**config.mk**
```make
export PLATFORM = sky130hd
export DESIGN_NAME = control_mc
export DESIGN_NICKNAME = d
export VERILOG_FILES = /design/src/rtl/control_mc.sv
export SDC_FILE = /design/constraint.sdc
export NUM_CORES = 1
export LEC_CHECK = 0
export CORE_MARGIN = 10
export CORE_UTILIZATION = 35
export CTS_CLUSTER_SIZE = 28
export DETAILED_ROUTE_END_ITERATION = 8
export GPL_TIMING_DRIVEN = 0
export SLEW_MARGIN = 30
export SYNTH_ARGS = -nofsm -noshare
export SYNTH_HDL_FRONTEND = slang
export SYNTH_SLANG_ARGS = --single-unit
```
**constraint.sdc**
```tcl
create_clock -name clk -period 7.3 [get_ports clk]
set_input_delay 1.46 -clock clk [delete_from_list [all_inputs] [get_ports clk]]
set_output_delay 1.46 -clock clk [all_outputs]
set_load 0.02 [all_outputs]
```
**src/rtl/control_mc.sv**
```systemverilog
// control_mc: multi-cycle RV32I control sequencer owning PC and IR.
// Fetches over a req/ack instruction bus, drives a byte-enable data bus, and traps on faults.
module control_mc #(
    parameter logic [31:0] RESET_VECTOR = 32'h0000_0000,
    parameter logic [31:0] TRAP_VECTOR  = 32'h0000_0100,
    parameter int unsigned MEM_TIMEOUT  = 16
) (
    input  logic        clk,
    input  logic        nrst,
    output logic        imem_req_out,
    output logic [31:0] imem_addr_out,
    input  logic        imem_ack_in,
    input  logic [31:0] imem_data_in,
    output logic        dmem_req_out,
    output logic        dmem_we_out,
    output logic [3:0]  dmem_be_out,
    output logic [31:0] dmem_addr_out,
    output logic [31:0] dmem_wr_data_out,
    input  logic        dmem_ack_in,
    input  logic [31:0] dmem_rd_data_in,
    output logic [4:0]  reg_rd_idx1_out,
    output logic [4:0]  reg_rd_idx2_out,
    input  logic [31:0] reg_rd_data1_in,
    input  logic [31:0] reg_rd_data2_in,
    output logic        reg_wr_en_out,
    output logic [4:0]  reg_wr_idx_out,
    output logic [31:0] reg_wr_data_out,
    output logic [9:0]  alu_cid_out,
    output logic [31:0] alu_arg1_out,
    output logic [31:0] alu_arg2_out,
    input  logic [31:0] alu_arg_in,
    output logic [31:0] pc_out,
    output logic        retire_out,
    output logic        trap_out,
    output logic [1:0]  trap_cause_out,
    output logic [31:0] trap_pc_out
);
    localparam int unsigned   CW      = (MEM_TIMEOUT > 0) ? $clog2(MEM_TIMEOUT + 1) : 1;
    localparam logic [CW-1:0] TO_LAST = CW'(MEM_TIMEOUT - 1);
    localparam logic          TO_EN   = (MEM_TIMEOUT != 0);

    localparam logic [6:0] OPC_LUI    = 7'b0110111;
    localparam logic [6:0] OPC_AUIPC  = 7'b0010111;
    localparam logic [6:0] OPC_JAL    = 7'b1101111;
    localparam logic [6:0] OPC_JALR   = 7'b1100111;
    localparam logic [6:0] OPC_BRANCH = 7'b1100011;
    localparam logic [6:0] OPC_LOAD   = 7'b0000011;
    localparam logic [6:0] OPC_STORE  = 7'b0100011;
    localparam logic [6:0] OPC_OPIMM  = 7'b0010011;
    localparam logic [6:0] OPC_OP     = 7'b0110011;
    localparam logic [6:0] OPC_FENCE  = 7'b0001111;

    typedef enum logic [2:0] {StBoot, StFetch, StDecode, StExec, StMem, StWb, StTrap} state_e;

    state_e        r_state, w_state_d;
    logic [31:0]   r_pc, r_ir, r_a, r_b, r_r, r_next_pc, r_trap_pc;
    logic [1:0]    r_trap_cause, w_cause;
    logic [CW-1:0] r_cnt;
    logic          w_trap, w_timeout;

    logic [6:0]  w_opcode;
    logic [2:0]  w_funct3;
    logic [4:0]  w_rd;
    logic [31:0] w_imm_i, w_imm_s, w_imm_b, w_imm_u, w_imm_j;
    logic        w_is_store, w_is_ls, w_is_shift, w_legal, w_taken, w_jump, w_writes_rd;
    logic [31:0] w_jalr_sum, w_target, w_ls_addr, w_exec_res, w_lane, w_load_data;
    logic        w_ls_misal;

    assign w_opcode = r_ir[6:0];
    assign w_funct3 = r_ir[14:12];
    assign w_rd     = r_ir[11:7];
    assign w_imm_i  = {{20{r_ir[31]}}, r_ir[31:20]};
    assign w_imm_s  = {{20{r_ir[31]}}, r_ir[31:25], r_ir[11:7]};
    assign w_imm_b  = {{19{r_ir[31]}}, r_ir[31], r_ir[7], r_ir[30:25], r_ir[11:8], 1'b0};
    assign w_imm_u  = {r_ir[31:12], 12'b0};
    assign w_imm_j  = {{11{r_ir[31]}}, r_ir[31], r_ir[19:12], r_ir[20], r_ir[30:21], 1'b0};

    assign w_is_store  = (w_opcode == OPC_STORE);
    assign w_is_ls     = w_is_store || (w_opcode == OPC_LOAD);
    assign w_is_shift  = (w_opcode == OPC_OPIMM) && (w_funct3[1:0] == 2'b01);
    assign w_writes_rd = (w_opcode == OPC_LUI) || (w_opcode == OPC_AUIPC) ||
                         (w_opcode == OPC_JAL) || (w_opcode == OPC_JALR) ||
                         (w_opcode == OPC_LOAD) || (w_opcode == OPC_OPIMM) ||
                         (w_opcode == OPC_OP);
    assign w_jalr_sum  = r_a + w_imm_i;
    assign w_ls_addr   = r_a + (w_is_store ? w_imm_s : w_imm_i);
    assign w_ls_misal  = ((w_funct3[1:0] == 2'b01) && w_ls_addr[0]) ||
                         ((w_funct3[1:0] == 2'b10) && (w_ls_addr[1:0] != 2'b00));
    assign w_timeout   = TO_EN && (r_cnt == TO_LAST);
    assign w_lane      = dmem_rd_data_in >> {r_r[1:0], 3'b000};

    always_comb begin
        case (w_opcode)
            OPC_LUI, OPC_AUIPC, OPC_JAL, OPC_JALR,
            OPC_OPIMM, OPC_OP, OPC_FENCE: w_legal = 1'b1;
            OPC_BRANCH: w_legal = (w_funct3 != 3'b010) && (w_funct3 != 3'b011);
            OPC_LOAD:   w_legal = (w_funct3 != 3'b011) && (w_funct3 != 3'b110) &&
                                  (w_funct3 != 3'b111);
            OPC_STORE:  w_legal = (w_funct3 < 3'b011);
            default:    w_legal = 1'b0;
        endcase
    end

    always_comb begin
        case (w_funct3)
            3'b000:  w_taken = (r_a == r_b);
            3'b001:  w_taken = (r_a != r_b);
            3'b100:  w_taken = ($signed(r_a) < $signed(r_b));
            3'b101:  w_taken = ($signed(r_a) >= $signed(r_b));
            3'b110:  w_taken = (r_a < r_b);
            3'b111:  w_taken = (r_a >= r_b);
            default: w_taken = 1'b0;
        endcase
    end

    always_comb begin
        w_target = r_pc + 32'd4;
        w_jump   = 1'b0;
        if (w_opcode == OPC_JAL) begin
            w_target = r_pc + w_imm_j;
            w_jump   = 1'b1;
        end else if (w_opcode == OPC_JALR) begin
            w_target = {w_jalr_sum[31:1], 1'b0};
            w_jump   = 1'b1;
        end else if ((w_opcode == OPC_BRANCH) && w_taken) begin
            w_target = r_pc + w_imm_b;
            w_jump   = 1'b1;
        end
    end

    always_comb begin
        case (w_opcode)
            OPC_LUI:             w_exec_res = w_imm_u;
            OPC_AUIPC:           w_exec_res = r_pc + w_imm_u;
            OPC_JAL, OPC_JALR:   w_exec_res = r_pc + 32'd4;
            OPC_LOAD, OPC_STORE: w_exec_res = w_ls_addr;
            default:             w_exec_res = alu_arg_in;
        endcase
    end

    always_comb begin
        case (w_funct3)
            3'b000:  w_load_data = {{24{w_lane[7]}}, w_lane[7:0]};
            3'b001:  w_load_data = {{16{w_lane[15]}}, w_lane[15:0]};
            3'b100:  w_load_data = {24'b0, w_lane[7:0]};
            3'b101:  w_load_data = {16'b0, w_lane[15:0]};
            default: w_load_data = w_lane;
        endcase
    end

    always_ff @(posedge clk or negedge nrst) begin
        if (!nrst) r_state <= StBoot;
        else       r_state <= w_state_d;
    end

    always_comb begin
        w_state_d        = r_state;
        w_trap           = 1'b0;
        w_cause          = 2'd0;
        imem_req_out     = 1'b0;
        dmem_req_out     = 1'b0;
        dmem_we_out      = 1'b0;
        dmem_be_out      = 4'b0000;
        dmem_addr_out    = 32'b0;
        dmem_wr_data_out = 32'b0;
        reg_wr_en_out    = 1'b0;
        reg_wr_idx_out   = 5'b0;
        reg_wr_data_out  = 32'b0;
        alu_cid_out      = 10'b0;
        alu_arg1_out     = 32'b0;
        alu_arg2_out     = 32'b0;
        retire_out       = 1'b0;
        trap_out         = 1'b0;
        case (r_state)
            StBoot: w_state_d = StFetch;
            StFetch: begin
                if (r_pc[1:0] != 2'b00) begin
                    w_trap  = 1'b1;
                    w_cause = 2'd1;
                end else begin
                    imem_req_out = 1'b1;
                    if (imem_ack_in) w_state_d = StDecode;
                    else if (w_timeout) begin
                        w_trap  = 1'b1;
                        w_cause = 2'd2;
                    end
                end
            end
            StDecode: begin
                if (w_legal) w_state_d = StExec;
                else w_trap = 1'b1;
            end
            StExec: begin
                alu_arg1_out = r_a;
                alu_arg2_out = r_b;
                if (w_opcode == OPC_OP) begin
                    alu_cid_out = {w_funct3, r_ir[31:25]};
                end else if (w_opcode == OPC_OPIMM) begin
                    alu_cid_out  = w_is_shift ? {w_funct3, r_ir[31:25]} : {w_funct3, 7'b0};
                    alu_arg2_out = w_is_shift ? {27'b0, w_imm_i[4:0]} : w_imm_i;
                end
                if (w_jump && w_target[1]) begin
                    w_trap  = 1'b1;
                    w_cause = 2'd1;
                end else if (w_is_ls && w_ls_misal) begin
                    w_trap  = 1'b1;
                    w_cause = 2'd3;
                end else begin
                    w_state_d = w_is_ls ? StMem : StWb;
                end
            end
            StMem: begin
                dmem_req_out  = 1'b1;
                dmem_addr_out = {r_r[31:2], 2'b00};
                dmem_be_out   = 4'b1111;
                if (w_is_store) begin
                    dmem_we_out = 1'b1;
                    case (w_funct3[1:0])
                        2'b00: begin
                            dmem_be_out      = 4'b0001 << r_r[1:0];
                            dmem_wr_data_out = {4{r_b[7:0]}};
                        end
                        2'b01: begin
                            dmem_be_out      = 4'b0011 << r_r[1:0];
                            dmem_wr_data_out = {2{r_b[15:0]}};
                        end
                        default: dmem_wr_data_out = r_b;
                    endcase
                end
                if (dmem_ack_in) w_state_d = StWb;
                else if (w_timeout) begin
                    w_trap  = 1'b1;
                    w_cause = 2'd2;
                end
            end
            StWb: begin
                reg_wr_en_out   = w_writes_rd && (w_rd != 5'd0);
                reg_wr_idx_out  = reg_wr_en_out ? w_rd : 5'd0;
                reg_wr_data_out = reg_wr_en_out ? r_r : 32'b0;
                retire_out      = 1'b1;
                w_state_d       = StFetch;
            end
            StTrap: begin
                trap_out  = 1'b1;
                w_state_d = StFetch;
            end
            default: w_state_d = StBoot;
        endcase
        if (w_trap) w_state_d = StTrap;
    end

    always_ff @(posedge clk or negedge nrst) begin
        if (!nrst) begin
            r_pc         <= RESET_VECTOR;
            r_ir         <= 32'b0;
            r_a          <= 32'b0;
            r_b          <= 32'b0;
            r_r          <= 32'b0;
            r_next_pc    <= 32'b0;
            r_cnt        <= '0;
            r_trap_cause <= 2'd0;
            r_trap_pc    <= 32'b0;
        end else begin
            // Counter runs only while waiting in FETCH/MEM; any state change clears it.
            if ((r_state == w_state_d) && ((r_state == StFetch) || (r_state == StMem))) begin
                r_cnt <= r_cnt + 1'b1;
            end else begin
                r_cnt <= '0;
            end
            if ((r_state == StFetch) && (w_state_d == StDecode)) r_ir <= imem_data_in;
            if (r_state == StDecode) begin
                r_a <= reg_rd_data1_in;
                r_b <= reg_rd_data2_in;
            end
            if (r_state == StExec) begin
                r_r       <= w_exec_res;
                r_next_pc <= w_target;
            end
            if ((r_state == StMem) && dmem_ack_in && !w_is_store) r_r <= w_load_data;
            if (r_state == StWb) r_pc <= r_next_pc;
            if (r_state == StTrap) r_pc <= TRAP_VECTOR;
            if (w_trap) begin
                r_trap_cause <= w_cause;
                r_trap_pc    <= r_pc;
            end
        end
    end

    assign reg_rd_idx1_out = r_ir[19:15];
    assign reg_rd_idx2_out = r_ir[24:20];
    assign pc_out          = r_pc;
    assign imem_addr_out   = r_pc;
    assign trap_cause_out  = r_trap_cause;
    assign trap_pc_out     = r_trap_pc;
endmodule

```
==> flow_summary_export.csv, run 1 <==
group,metric,value,unit
place,port_buffers,454,
yosys,synth_area_leader_cell,"dfrtp_1",
cells_and_area,mostFrequentLayoutCell,"clkdlybuf4s50_1",
yosys,synth_seq_area_share,28.2,%
min_path,hp-class,"reg -> reg",
routing,vias,23000,
worst_setup_path,crit_fanout,10,
routing,final_antenna_net_count,0,
yosys,synth-seq-cells,234,
cells_and_area,layout_common_cells,"clkdlybuf4s50_1, dfrtp_1, o21ai_0",
sta,setup_violations,0,
sta,rsz0062_at_grt,"no",
floorplanning,dieWidth,264,um
cts,cts_resized,0,
global_route,met3_usage,6.57,%
worst_setup_path,crit_arrival,5.04,ns
worst_setup_path,critPathSlowestCell,"clkdlybuf4s50_1",
floorplanning,io_pins,457,
sta,whs,0.471,ns
cells_and_area,design_area,27500,um^2
power_and_ir_drop,total_power,14.7,mW
sta,fin_setup_tns,0,ns
run,cap_violations,0,
sta,fin_crit_sh,89.0,%
cts,hold_buffers,0,
place,dp_cells,3758,
cts,clk_pin_slew,0.06,ns
worst_setup_path,cp.required,5.84,ns
sta,worstMarginPinSlew,1.06,ns
global_route,gr-total-overflow,0,
worst_setup_path,criticalPathCategory,"reg -> out",
place,place_area,26500,um^2
global_route,use_met2,50.4,%
cts,clkLatencyLatePin,0.62,ns
outcome,outcome,"finished clean",
floorplanning,initial_core_util,35.3,%
routing,vias_per_cell,6.03,
cts,clk_path_buf_depth,3,
power_and_ir_drop,p_leak,11.4,nW
power_and_ir_drop,vdd_drop_max,0.286,mV
worst_setup_path,r2r_cells,16,
global_route,grt_util_all_layers,30.7,%
worst_setup_path,cp-start-kind,"flop",
yosys,ys_types,83,
routing,drt_iter0_drc,2630,
cells_and_area,layout-drive-gt1-share,8.26,%
routing,wire_per_inst,29.4,um
yosys,postSynthCellCount,2524,
worst_setup_path,crit_path_frequent_cell,"buf_1",
cts,cts_buffers,30,
sta,maxSlewHeadroom,29.4,%
power_and_ir_drop,power_density,535,nW/um^2
yosys,synth_edf_count,0,
cells_and_area,fin_nets,3310,
sta,hold_viol_final,0,
sta,skew,0.0176,ns
floorplanning,rows,89,
yosys,ys_warn_count,0,
worst_setup_path,max_stage_delay,0.69,ns
global_route,grt_busiest_layer,"met2",
global_route,grt_start_max_net_pins,78,
cts,cts_setup_buffers,0,
worst_setup_path,path_cells,"inv_1 -> nor2_1 -> nand2_1 -> clkbuf_1 -> buf_1 -> buf_1 -> nor3_1 -> clkdlybuf4s50_1",
cts,cts_root_buffer,"clkbuf_16",
global_route,grt_pass1_vias,23000,
yosys,synthArstFlopShare,100,%
global_route,antenna_found_initial,6,
cts,cts_tree,"yes",
sta,post-route-min-period,6.50,ns
sta,max_freq,154,MHz
yosys,netlist_area,20800,um^2
routing,drcViolationCount,0,
cts,cts.sinks,234,
cts,htree_num_levels,1,
floorplanning,dieArea,69600,um^2
global_route,grt_util_met1,38.4,%
place,gp_congestion,1.05,
sta,drv_slew,0,
min_path,worst_hold_path.num_cells,1,
worst_setup_path,end_kind,"output pin",
routing,totalWireLength,112000,um
cells_and_area,stdcell_count,3817,
global_route,grt_pass1_wl,162000,um
routing,drt_first_pass_iters,7,
floorplanning,core_area,58900,um^2
yosys,synthTopCellsByArea,"dfrtp_1, ha_1, mux2_2",
yosys,synth_top_area_share,28.2,%
yosys,avgSynthCellArea,8.24,um^2
floorplanning,fp.dieH,264,um
cells_and_area,syn2layout_area_growth,32.3,%
yosys,synth_flop_cell,"dfrtp_1",
place,post-dp-hpwl,91500,um
[state kept, by name, summed over array words and instances (netlist names)]
| name | flops |
|---|---|
| r_next_pc | 32 |
| trap_cause_out | 2 |
| r_cnt | 5 |
| r_ir | 32 |
| r_state | 3 |
| r_b | 32 |
| imem_addr_out | 32 |
| r_a | 32 |
| r_r | 32 |
| trap_pc_out | 32 |
[layer usage]
metal  part of all wire (%)  wire length (um)
met1                     40             45000
met2                     46             51700
met3                    9.1             10200
met4                    4.7              5300
met5                  0.026                29
[per-stage QoR]
step	worst slack, ns	utilization, %
after global placement	-5.86	44.7
after CTS	0.954	46.7
after detailed placement	1.64	45.0
after floorplan	3.36	-
after global routing	0.823	46.7
final	0.802	46.7
[area by class of cell]
class / count / area, um^2
fillers: 5765 / 31400
multi-input cells: 2000 / 13700
flip-flops and latches: 234 / 5860
repair buffers: 460 / 4680
plain buffers: 211 / 1010
well taps: 773 / 967
clock buffers: 42 / 846
inverters: 80 / 300
clock inverters: 13 / 174
diodes: 4 / 10.0
[cells in the mapped netlist, drive strengths merged, types with 47 or more instances]
master,instances
dfrtp,234
ha,124
nor2,169
xor2,51
a21oi,204
nand3,48
and3,47
and2,90
nand2,213
o21ai,230
inv,79
clkbuf,151
buf,60
xnor2,94
mux2,106
[where the power goes]
| group | switching [mW] | internal (mW) | leakage [nW] |
|---|---|---|---|
| registers | 1.09 | 1.85 | 2.96 |
| clock network | 0.652 | 0.914 | 0.496 |
| logic | 6.46 | 3.76 | 7.97 |
| total | 8.20 | 6.53 | 11.4 |
[worst max-delay path: cells and delay by family (launching register included)]
family | cells | cell delay (ns)
flip-flops | 1 | 0.47
buffers and inverters | 5 | 2.37
AND/OR/NAND/NOR | 3 | 1.56
[path summary, 6_finish.rpt]
| check | from | end | slack [ns] |
|---|---|---|---|
| max | r_state[0] | alu_cid_out[8] | 0.80 |
| min | r_cnt[0] | r_cnt[0] | 0.47 |
| max reg2reg | r_ir[2] | r_r[24] | 1.51 |
| min reg2reg | r_cnt[0] | r_cnt[0] | 0.47 |
| max in group asynchronous | nrst | r_b[23] | 5.56 |
| min in group asynchronous | nrst | trap_pc_out[21] | 0.69 |
[logic make-up after synthesis]
logic type                 after synthesis  share of synthesized area, %
AOI/OAI and AO/OA                      835                          26.1
and+or+nand+nor                        739                          17.6
buffers and inverters                  291                          6.27
DFF                                    234                          28.2
muxes                                  150                          7.87
xor gates and xnor gates               145                          6.11
adders and majority gates              129                          7.94
other                                    1                        0.0180
(Power assumes the default switching activity.)
==> run 2, diff against run 1 <==
GPL_TIMING_DRIVEN = unset   (was 0)
==> run 2 against run 1 <==
Compared with the run above: power shrank 3.4%; global-route usage shrank 1.7 points; register-to-register slack gained 0.49 ns; die area is the same; sequential cell count is the same; clock power shrank 6%; non-clock buffer count shrank 175; cell area shrank 3.1%; critical path type unchanged.
==> flow_summary_export.csv, run 2 (synthesis results as in run 1) <==
group,metric,value,unit
outcome,outcome,"finished clean",
routing,drcViolationCount,0,
cells_and_area,fin_nets,3134,
cts,cts_tree,"yes",
global_route,grt_pass1_vias,22000,
cts,clk_pin_slew,0.06,ns
min_path,worst_hold_path.num_cells,1,
routing,drt_iter0_drc,2281,
place,place_area,25700,um^2
place,port_buffers,454,
routing,vias_per_cell,6.05,
sta,worstMarginPinSlew,1.05,ns
cells_and_area,fillers,5869,
worst_setup_path,cp-start-kind,"flop",
floorplanning,core_area,58900,um^2
power_and_ir_drop,power_density,534,nW/um^2
cts,cts_buffers,29,
cts,cts_resized,0,
cells_and_area,layout_common_cells,"clkdlybuf4s50_1, dfrtp_1, o21ai_0",
sta,max_freq,188,MHz
place,gp_congestion,0.987,
power_and_ir_drop,total_power,14.2,mW
floorplanning,rows,89,
cts,htree_num_levels,1,
cts,clkLatencyLatePin,0.60,ns
floorplanning,dieWidth,264,um
power_and_ir_drop,vdd_drop_max,0.370,mV
sta,rsz0062_at_grt,"no",
routing,final_antenna_net_count,0,
worst_setup_path,criticalPathCategory,"reg -> out",
place,dp_slack,2.13,ns
sta,drv_slew,0,
sta,maxSlewHeadroom,28.0,%
worst_setup_path,cp.required,5.84,ns
floorplanning,dieArea,69600,um^2
worst_setup_path,crit_fanout,33,
routing,totalWireLength,106000,um
place,post-dp-hpwl,83100,um
sta,setup_violations,0,
cts,cts_root_buffer,"clkbuf_16",
worst_setup_path,ff2ff_setup_slack,2.00,ns
sta,hold_viol_final,0,
cts,cts_setup_buffers,0,
place,dp_cells,3583,
power_and_ir_drop,p_leak,11.1,nW
cts,cts.sinks,234,
sta,fin_setup_tns,0,ns
run,cap_violations,0,
cts,clk_path_buf_depth,3,
min_path,hold_path_end,"r_cnt[0]",
min_path,hold_start,"r_cnt[0]",
routing,vias,22000,
sta,fin_ws,1.98,ns
cells_and_area,mostFrequentLayoutCell,"clkdlybuf4s50_1",
global_route,met3_usage,5.20,%
sta,post-route-min-period,5.32,ns
routing,wire_per_inst,29.1,um
routing,drt_first_pass_iters,6,
global_route,antenna_found_initial,4,
sta,fin_crit_sh,72.9,%
worst_setup_path,r2r_start,"r_ir[3]",
cells_and_area,stdcell_count,3635,
cells_and_area,postLayoutCoreUtil,45.2,%
worst_setup_path,r2r_cells,18,
global_route,use_met2,49.3,%
sta,whs,0.469,ns
global_route,grt_start_max_net_pins,147,
cells_and_area,multiInputGateArea,13700,um^2
floorplanning,initial_core_util,35.3,%
cells_and_area,seqCellArea,5860,um^2
worst_setup_path,r2r-end,"r_r[22]",
cells_and_area,layout-drive-gt1-share,8.28,%
cells_and_area,syn2layout_area_growth,28.1,%
global_route,grt_util_all_layers,28.9,%
floorplanning,io_pins,457,
min_path,hp-class,"reg -> reg",
cells_and_area,antenna_cells,0,
sta,skew,0.0146,ns
global_route,gr-total-overflow,0,
worst_setup_path,end_kind,"output pin",
floorplanning,fp.dieH,264,um
cells_and_area,design_area,26700,um^2
cts,hold_buffers,0,
worst_setup_path,crit_arrival,3.86,ns
global_route,grt_busiest_layer,"met2",
global_route,grt_util_met1,36.2,%
global_route,grt_pass1_wl,153000,um
[run 2: where the power goes]
part | switching [mW] | internal [mW] | leakage, nW | total [mW]
logic | 6.22 | 3.66 | 7.66 | 9.88
registers | 1.02 | 1.85 | 2.96 | 2.87
clock network | 0.647 | 0.829 | 0.466 | 1.48
[run 2: how the worst max path moves through the flow]
stage	startpoint	endpoint	slack, ns	cells after the start
final	r_ir[5]	reg_wr_data_out[30]	1.98	9
after global routing	r_ir[3]	r_r[22]	1.67	18
after CTS	r_state[2]	dmem_wr_data_out[28]	1.86	7
after detailed placement	r_ir[3]	r_r[22]	2.13	18
after global placement	r_ir[3]	r_r[22]	2.24	18
after floorplan	r_ir[2]	r_r[27]	3.36	14
[run 2: layout make-up]
cell class / count / share of cell area, %
flip-flops and latches: 234 / 22.0
clock buffers: 39 / 3.09
clock inverters: 13 / 0.455
inverters: 80 / 1.13
multi-input cells: 2000 / 51.4
repair buffers: 496 / 18.4
well taps: 773 / 3.63
[run 2: critical path, cell delays in order, from the launching register on]
cell,delay (ns)
dfrtp_1,0.41
buf_4,0.44
nor2b_1,0.35
nand4_1,0.17
nand2_1,0.17
o21a_1,0.29
a21boi_2,0.23
buf_4,0.32
and2_1,0.22
clkdlybuf4s50_1,0.63
[run 2: layer usage]
metal	routed length [um]	vias to the layer above
met5	42	-
met4	3870	6
met3	7590	191
met2	50800	1060
met1	43700	10900
li1	-	9801
